[src/rtl/fetch_sequencer_if.sv]
// rtl/fetch_sequencer_if.sv - fetch sequencer bus: imem fields, hazard controls, fetch outputs
//
// Purpose: groups every non-clock/reset signal of the fetch sequencer.
// Ports (modport master = sequencer side, slave = surrounding pipeline):
//   icode/ifun/valC        imem fields decoded at the current pc (into sequencer)
//   stall/redirect_en/_pc  hazard and branch-resolution controls (into sequencer)
//   pc, f_valP, f_pred_pc  fetch addresses (out of sequencer)
//   f_valid, f_stat        fetch qualifier and status (out of sequencer)
//   halted, fetch_cnt      frozen indication and accepted-fetch counter
interface fetch_sequencer_if #(
    parameter int DATA_WID = 64
);
    logic [3:0]          icode;
    logic [3:0]          ifun;
    logic [DATA_WID-1:0] valC;
    logic                stall;
    logic                redirect_en;
    logic [DATA_WID-1:0] redirect_pc;
    logic [DATA_WID-1:0] pc;
    logic [DATA_WID-1:0] f_valP;
    logic [DATA_WID-1:0] f_pred_pc;
    logic                f_valid;
    logic [1:0]          f_stat;
    logic                halted;
    logic [31:0]         fetch_cnt;

    modport master (
        input  icode, ifun, valC, stall, redirect_en, redirect_pc,
        output pc, f_valP, f_pred_pc, f_valid, f_stat, halted, fetch_cnt
    );

    modport slave (
        output icode, ifun, valC, stall, redirect_en, redirect_pc,
        input  pc, f_valP, f_pred_pc, f_valid, f_stat, halted, fetch_cnt
    );
endinterface

[src/rtl/fetch_sequencer.sv]
// rtl/fetch_sequencer.sv - program counter owner and next-fetch-address selection
//
// Purpose: holds pc, decodes instruction length, predicts the next pc and
// freezes fetch on HALT, bad instruction, bad address or an unresolved RET.
// Ports:
//   clk    rising-edge clock
//   rst_n  synchronous active-low reset
//   bus    fetch_sequencer_if.master (imem fields, stall/redirect, fetch outputs)
module fetch_sequencer #(
    parameter int                  DATA_WID   = 64,
    parameter int                  INS_LENGTH = 2048,
    parameter logic [DATA_WID-1:0] RESET_PC   = '0
) (
    input  logic                 clk,
    input  logic                 rst_n,
    fetch_sequencer_if.master    bus
);

    localparam logic [1:0] STAT_AOK = 2'd0;
    localparam logic [1:0] STAT_HLT = 2'd1;
    localparam logic [1:0] STAT_ADR = 2'd2;
    localparam logic [1:0] STAT_INS = 2'd3;

    localparam logic [DATA_WID-1:0] LP_LIMIT     = DATA_WID'(INS_LENGTH);
    localparam logic [DATA_WID:0]   LP_LIMIT_EXT = (DATA_WID+1)'(INS_LENGTH);

    typedef enum logic [1:0] {
        ST_RUN,
        ST_WAIT_RET,
        ST_HALT,
        ST_ERR
    } state_t;

    state_t              r_state;
    logic [DATA_WID-1:0] r_pc;
    logic [31:0]         r_cnt;
    logic [1:0]          r_err_stat;

    logic                w_need_regids;
    logic                w_need_valc;
    logic                w_ifun_fixed;
    logic [3:0]          w_len;
    logic [DATA_WID-1:0] w_valp;
    logic [DATA_WID-1:0] w_pred;
    logic [DATA_WID:0]   w_end;
    logic                w_ins_err;
    logic                w_adr_err;
    logic [1:0]          w_run_stat;
    logic                w_accept;

    // Field-presence and fixed-ifun decode by icode.
    always_comb begin
        w_need_regids = 1'b0;
        w_need_valc   = 1'b0;
        w_ifun_fixed  = 1'b0;
        case (bus.icode)
            4'h2, 4'h6, 4'hA, 4'hB: w_need_regids = 1'b1;
            4'h3, 4'h4, 4'h5: begin
                w_need_regids = 1'b1;
                w_need_valc   = 1'b1;
            end
            4'h7, 4'h8: w_need_valc = 1'b1;
            default: ;
        endcase
        case (bus.icode)
            4'h0, 4'h1, 4'h3, 4'h4, 4'h5, 4'h8, 4'h9, 4'hA, 4'hB: w_ifun_fixed = 1'b1;
            default: ;
        endcase
    end

    assign w_len  = 4'd1 + {3'd0, w_need_regids} + {w_need_valc, 3'd0};
    assign w_valp = r_pc + DATA_WID'(w_len);
    assign w_pred = (bus.icode == 4'h7 || bus.icode == 4'h8) ? bus.valC : w_valp;

    // End address carried one bit wider so a pc near 2^DATA_WID cannot wrap
    // back into the legal range.
    assign w_end     = {1'b0, r_pc} + (DATA_WID+1)'(w_len);
    assign w_ins_err = (bus.icode > 4'hB) || (w_ifun_fixed && bus.ifun != 4'h0);
    assign w_adr_err = (r_pc >= LP_LIMIT) || (w_end > LP_LIMIT_EXT);

    always_comb begin
        w_run_stat = STAT_AOK;
        if (w_ins_err) begin
            w_run_stat = STAT_INS;
        end else if (w_adr_err) begin
            w_run_stat = STAT_ADR;
        end else if (bus.icode == 4'h0) begin
            w_run_stat = STAT_HLT;
        end
    end

    // A fetch is accepted only in RUN with neither redirect nor stall; error
    // and halt fetches are still accepted so their status flows downstream.
    assign w_accept = (r_state == ST_RUN) && !bus.redirect_en && !bus.stall;

    always_ff @(posedge clk) begin
        if (!rst_n) begin
            r_pc       <= RESET_PC;
            r_state    <= ST_RUN;
            r_cnt      <= '0;
            r_err_stat <= STAT_AOK;
        end else if (bus.redirect_en) begin
            r_pc       <= bus.redirect_pc;
            r_state    <= ST_RUN;
            r_err_stat <= STAT_AOK;
        end else if (w_accept) begin
            r_cnt <= r_cnt + 32'd1;
            case (w_run_stat)
                STAT_AOK: begin
                    if (bus.icode == 4'h9) begin
                        r_state <= ST_WAIT_RET;
                    end else begin
                        r_pc <= w_pred;
                    end
                end
                STAT_HLT: r_state <= ST_HALT;
                default: begin
                    r_state    <= ST_ERR;
                    r_err_stat <= w_run_stat;
                end
            endcase
        end
    end

    always_comb begin
        case (r_state)
            ST_RUN:      bus.f_stat = w_run_stat;
            ST_WAIT_RET: bus.f_stat = STAT_AOK;
            ST_HALT:     bus.f_stat = STAT_HLT;
            default:     bus.f_stat = r_err_stat;
        endcase
    end

    assign bus.pc        = r_pc;
    assign bus.f_valP    = w_valp;
    assign bus.f_pred_pc = w_pred;
    assign bus.f_valid   = w_accept;
    assign bus.halted    = (r_state == ST_HALT) || (r_state == ST_ERR);
    assign bus.fetch_cnt = r_cnt;

endmodule

[src/flat_wrapper.sv]
// flat-port wrapper written by rule: the top's interface ports become plain ports
module fetch_sequencer_flat 
#(
    parameter int                  DATA_WID   = 64,
    parameter int                  INS_LENGTH = 2048,
    parameter logic [DATA_WID-1:0] RESET_PC   = '0
)
  (clk, rst_n, bus_icode, bus_ifun, bus_valC, bus_stall, bus_redirect_en, bus_redirect_pc, bus_pc, bus_f_valP, bus_f_pred_pc, bus_f_valid, bus_f_stat, bus_halted, bus_fetch_cnt);
  fetch_sequencer_if #(.DATA_WID(DATA_WID)) bus_i ();
  input  logic clk;
  input  logic rst_n;
  input wire logic [$bits(bus_i.icode)-1:0] bus_icode;
  input wire logic [$bits(bus_i.ifun)-1:0] bus_ifun;
  input wire logic [$bits(bus_i.valC)-1:0] bus_valC;
  input wire logic [$bits(bus_i.stall)-1:0] bus_stall;
  input wire logic [$bits(bus_i.redirect_en)-1:0] bus_redirect_en;
  input wire logic [$bits(bus_i.redirect_pc)-1:0] bus_redirect_pc;
  output wire logic [$bits(bus_i.pc)-1:0] bus_pc;
  output wire logic [$bits(bus_i.f_valP)-1:0] bus_f_valP;
  output wire logic [$bits(bus_i.f_pred_pc)-1:0] bus_f_pred_pc;
  output wire logic [$bits(bus_i.f_valid)-1:0] bus_f_valid;
  output wire logic [$bits(bus_i.f_stat)-1:0] bus_f_stat;
  output wire logic [$bits(bus_i.halted)-1:0] bus_halted;
  output wire logic [$bits(bus_i.fetch_cnt)-1:0] bus_fetch_cnt;
  assign bus_i.icode = bus_icode;
  assign bus_i.ifun = bus_ifun;
  assign bus_i.valC = bus_valC;
  assign bus_i.stall = bus_stall;
  assign bus_i.redirect_en = bus_redirect_en;
  assign bus_i.redirect_pc = bus_redirect_pc;
  assign bus_pc = bus_i.pc;
  assign bus_f_valP = bus_i.f_valP;
  assign bus_f_pred_pc = bus_i.f_pred_pc;
  assign bus_f_valid = bus_i.f_valid;
  assign bus_f_stat = bus_i.f_stat;
  assign bus_halted = bus_i.halted;
  assign bus_fetch_cnt = bus_i.fetch_cnt;
  fetch_sequencer #(.DATA_WID(DATA_WID), .INS_LENGTH(INS_LENGTH), .RESET_PC(RESET_PC)) u_core (.clk(clk), .rst_n(rst_n), .bus(bus_i));
endmodule
[config.mk]
export PLATFORM = sky130hd
export DESIGN_NAME = fetch_sequencer_flat
export DESIGN_NICKNAME = d
export VERILOG_FILES = /design/src/rtl/fetch_sequencer_if.sv /design/src/rtl/fetch_sequencer.sv /design/src/flat_wrapper.sv
export SDC_FILE = /design/constraint.sdc
export NUM_CORES = 1
export LEC_CHECK = 0
export CAP_MARGIN = 20
export CORE_MARGIN = 8
export CORE_UTILIZATION = 41
export CTS_BUF_LIST = sky130_fd_sc_hd__clkbuf_8
export CTS_CLUSTER_DIAMETER = 50
export CTS_CLUSTER_SIZE = 8
export DETAILED_ROUTE_END_ITERATION = 6
export PLACE_DENSITY = 0.9
export SKIP_CTS_REPAIR_TIMING = 1
export SLEW_MARGIN = 20
export SYNTH_ARGS = -nofsm -noshare
export SYNTH_HDL_FRONTEND = slang
export SYNTH_SLANG_ARGS = --single-unit
[constraint.sdc]
create_clock -name clk -period 6.58 [get_ports clk]
set_input_delay 1.316 -clock clk [delete_from_list [all_inputs] [get_ports clk]]
set_output_delay 1.316 -clock clk [all_outputs]
set_load 0.05 [all_outputs]
==> results.json <==
{
  "muxShareOfSynthArea_pct": 12.2,
  "final-setup-viol-count": 0,
  "grt_pass1_wl_mm": 50.2,
  "cts_tree": "built",
  "clk_pin_slew_ns": 0.11,
  "synthesis.area_um2": 6930,
  "slew_violations": 0,
  "die-area_um2": 21300,
  "cp-end-kind": "primary output",
  "antenna_found_initial": 0,
  "drtIter0Drc": 766,
  "dpl.hpwl_mm": 26.0,
  "synth-seq-cells": 100,
  "worstMarginPinSlew_ns": 0.901,
  "hold_viol_final": 0,
  "ff_latch_area_um2": 2000,
  "area_growth_pct": 72.7,
  "drc": 0,
  "outcome": "finished, final reports clean",
  "min_period_ns": 6.35,
  "ys_async_sr_fraction_pct": 0,
  "die_w_um": 146,
  "start_kind": "input pin",
  "hold_depth": 2,
  "synthTopCellsByCount": "dfxtp_1 (100), nand2_1 (95), mux2_2 (74)",
  "netlist_instances": 833,
  "yosys.area_share.simple_pct": 26.2,
  "synth-edff-count": 0,
  "powerDensity_nw_per_um2": 168,
  "clock-root-buffer": "clkbuf_8",
  "row_count": 47,
  "post-route-period-util_pct": 96.5,
  "slew_headroom_pct": 39.9,
  "multiInputGateArea_um2": 4700,
  "rsz0062_at_grt": "false",
  "port_buffers": 367,
  "routedWlPerCell_um": 23.5,
  "synth_cell_type_count": 60,
  "placed_cells": 1388,
  "num_vias": 8137,
  "postPlaceCellArea_um2": 11700,
  "postRouteAntennaNets": 0,
  "arrival_ns": 5.03,
  "synth_fa_ha_area_share_pct": 1.01,
  "cts_buffers": 9,
  "crit_required_ns": 5.26,
  "io_pins": 368,
  "fin_skew_ns": 0.0165,
  "grt_max_degree": 71,
  "gr-total-overflow": 0,
  "synth_most_common_cell": "dfxtp_1",
  "fill_cells": 1160,
  "r2r_cells": 11,
  "wl_mm": 32.9,
  "htreeDepth": 3,
  "synth_top_area_share_pct": 28.9,
  "finalWeightedCongestion": 0.919,
  "drive_gt1_share_pct": 20.7,
  "synth.area.top_cells": "dfxtp_1 (29%), mux2_2 (12%), a22o_1 (6.3%)",
  "synthXorXnorAreaFrac_pct": 10.6,
  "path_max_fanout": 7,
  "fmax_ghz": 0.158,
  "vias_per_cell": 5.80,
  "core_area_um2": 16600,
  "final_cells": 1404,
  "leakagePower_nw": 4.97,
  "drv_cap": 0,
  "synth_compound_area_share_pct": 16.4,
  "peakVddDrop_uv": 101,
  "synth_top_cell_by_area": "dfxtp_1",
  "start_util_pct": 41.8,
  "syn_area_per_cell_um2": 8.32,
  "drt-pass1-iter-count": 7,
  "fp.dieH_um": 146,
  "grt_pass1_vias": 8381,
  "clk_latency_ns": 0.40,
  "syn-num-nets": 978,
  "cts_sinks": 100,
  "ys_seq_area_share_pct": 28.9,
  "nNetsFinal": 1324,
  "grt_use_total_pct": 29.6,
  "synth_top_family_by_area": "simple AND/OR/NAND/NOR gates",
  "synth-main-ff-cell": "dfxtp_1",
  "fin_area_um2": 12000,
  "synth_warnings": 0,
  "hp-class": "reg -> reg",
  "worstSetupPathType": "in -> out",
  "cts.path.max_buffers": 2,
  "antenna_cells": 0
}
## per-stage QoR
step | util, % | power, mW | setup TNS (ns) | hold WS, ns | worst slack [ns]
4_1_cts | 72.0 | 2.01 | -0.0819 | 0.482 | -0.0819
3_3_place_gp | 70.7 | 1.57 | 0 | 0.441 | 0.300
2_1_floorplan | - | 1.15 | 0 | 0.426 | 0.0553
3_5_place_dp | 70.7 | 1.58 | 0 | 0.454 | 0.0730
6_report | 72.2 | 2.01 | 0 | 0.484 | 0.233
5_1_grt | 72.2 | 2.07 | 0 | 0.525 | 0.0411
## worst max-delay path, cell delays in order
cell and delay, ns:
clkdlybuf4s50_1 0.49, nor2b_1 0.18, buf_4 0.14, a21oi_1 0.11
o22ai_1 0.10, ha_1 0.37, a21oi_2 0.10, or3_1 0.47
or3_1 0.45, buf_4 0.20, nor3_1 0.27, xor2_1 0.39
mux2_2 0.28, buf_12 0.14
## logic make-up (layout without fill, tap and decap cells)
logic type / after synthesis / in the layout
xor gates and xnor gates: 84 / 84
DFF: 100 / 100
muxes: 75 / 75
buffers and inverters: 82 / 433
and+or+nand+nor: 341 / 341
adders and majority gates: 5 / 5
AOI/OAI and AO/OA: 146 / 146
## report_power, final
group          switching [mW]  leakage, nW  internal (mW)
logic                   0.512         4.05          0.382
registers              0.0490        0.819          0.630
clock network           0.277        0.106          0.155
## final cells by class
type,count,share of cell area [%]
sequential,100,16.7
clock buffer,9,1.03
inverter,30,0.941
timing repair buffer,387,39.0
multi-input combinational,651,39.3
tap,220,2.30
clock inverter,7,0.742
## placed cells by master, fill, tap and decap left out, drive strengths merged, types with 4 or more instances in the layout
cell,n
o211a,9
nor3b,5
nand2,95
nor4,25
dfxtp,100
clkbuf,9
nor2,28
clkinv,4
a211o,9
xor2,39
xnor2,45
ha,4
a21o,8
nand4,23
nor3,35
buf,131
a22o,50
nand3,27
or3,18
nand2b,4
mux2,74
inv,33
and2,34
or2,5
a31oi,4
nor2b,8
o211ai,4
and3,21
clkdlybuf4s50,256
and4,6
a21boi,7
a21oi,6
o21ai,31
## state kept, by name, indices dropped and copies added (netlist names)
signal and cells:
u_core.bus.fetch_cnt 32, u_core.r_err_stat 2, u_core.bus.pc 64, u_core.r_state 2
## path summary, 6_finish.rpt
| path | start | endpoint | slack (ns) |
|---|---|---|---|
| worst max-delay path | bus_icode[2] | bus_f_pred_pc[29] | 0.23 |
| worst min-delay path | u_core.r_err_stat[1]$_SDFFE_PP0P_ | u_core.r_err_stat[1]$_SDFFE_PP0P_ | 0.48 |
| worst max register to register | u_core.bus.pc[0]$_SDFFE_PN0P_ | u_core.bus.pc[31]$_SDFFE_PN0P_ | 2.92 |
| worst min register to register | u_core.r_err_stat[1]$_SDFFE_PP0P_ | u_core.r_err_stat[1]$_SDFFE_PP0P_ | 0.48 |
## metal layers
metal  up-vias  wire, um  part of all wire [%]  GRT usage [%]
met1      3847     12100                    37           32.6
li1       3706         -                     -              -
met5         -         0                     0              0
met3        82      3200                   9.7           8.78
met2       502     16400                    50           52.1
met4         0      1290                   3.9           12.6
Note: power is estimated with default switching activity, not from simulation.
==> RTL edit: new RTL, same settings <==
`DATA_WID` is set to 64 in 3 places; all go to 128.
--- a/src/rtl/fetch_sequencer_if.sv
+++ b/src/rtl/fetch_sequencer_if.sv
@@ -8,7 +8,7 @@
 //   f_valid, f_stat        fetch qualifier and status (out of sequencer)
 //   halted, fetch_cnt      frozen indication and accepted-fetch counter
 interface fetch_sequencer_if #(
-    parameter int DATA_WID = 64
+    parameter int DATA_WID = 128
 );
     logic [3:0]          icode;
     logic [3:0]          ifun;
--- a/src/rtl/fetch_sequencer.sv
+++ b/src/rtl/fetch_sequencer.sv
@@ -7,7 +7,7 @@
 //   rst_n  synchronous active-low reset
 //   bus    fetch_sequencer_if.master (imem fields, stall/redirect, fetch outputs)
 module fetch_sequencer #(
-    parameter int                  DATA_WID   = 64,
+    parameter int                  DATA_WID   = 128,
     parameter int                  INS_LENGTH = 2048,
     parameter logic [DATA_WID-1:0] RESET_PC   = '0
 ) (
--- a/src/flat_wrapper.sv
+++ b/src/flat_wrapper.sv
@@ -1,7 +1,7 @@
 // flat-port wrapper written by rule: the top's interface ports become plain ports
 module fetch_sequencer_flat 
 #(
-    parameter int                  DATA_WID   = 64,
+    parameter int                  DATA_WID   = 128,
     parameter int                  INS_LENGTH = 2048,
     parameter logic [DATA_WID-1:0] RESET_PC   = '0
 )
Ports: changed (5 resized); port bits go from 368 to 688. No check against the original RTL was run, so the function may have changed too.
==> RTL edit against the original RTL <==
  * The flow now stops in I/O pin placement (3_2_place_iop)
  * Synthesized area grew 81%
==> RTL edit: results (changes against the original RTL) <==
syn_nets=1833 (was 978); Yosys reg bits=164 (was 100); num rows=64 (was 47); register area share after synthesis=26.2% (was 28.9%); most frequent cells after synthesis=nand2_1 (166), dfxtp_1 (164), mux2_2 (114) (was dfxtp_1 (100), nand2_1 (95), mux2_2 (74)); Mean Syn Cell Area=8.03 um^2 (was 8.32 um^2); Tool Error=[ERROR PPL-0024] Number of IO pins (688) exceeds maximum number of available positions (684). Increase the die perimeter from 763.36um to 935.68um.; synth top area cells=dfxtp_1 (26%), mux2_2 (10%), a22o_1 (6.7%) (was dfxtp_1 (29%), mux2_2 (12%), a22o_1 (6.3%)); Syn. warnings=0 (unchanged); asr flop ratio synth=0% (unchanged); Yosys cell types=74 (was 60); outcome=aborted with a tool error (was finished, final reports clean); Fail Step=I/O pin placement (3_2_place_iop)
## RTL edit: changes by cell type after synthesis, moves of 26 or more
cell,before,now
nand3_1,27,76
nor4_1,24,82
nor3_1,33,59
nand2_1,95,166
a22o_1,50,96
clkbuf_1,39,72
nand4_1,23,63
dfxtp_1,100,164
a21o_1,8,64
xnor2_1,45,72
mux2_2,74,114
nor2_1,28,83
xor2_1,39,66
## RTL edit: kinds of logic after synthesis
kind of cell	count (synthesis)	share of synthesized area, %
fa+ha+maj	5	0.559
buf+inv	144	4.97
simple gates	714	31.2
mux	117	10.5
xor+xnor	138	9.64
compound gates	278	16.9
flops	164	26.2
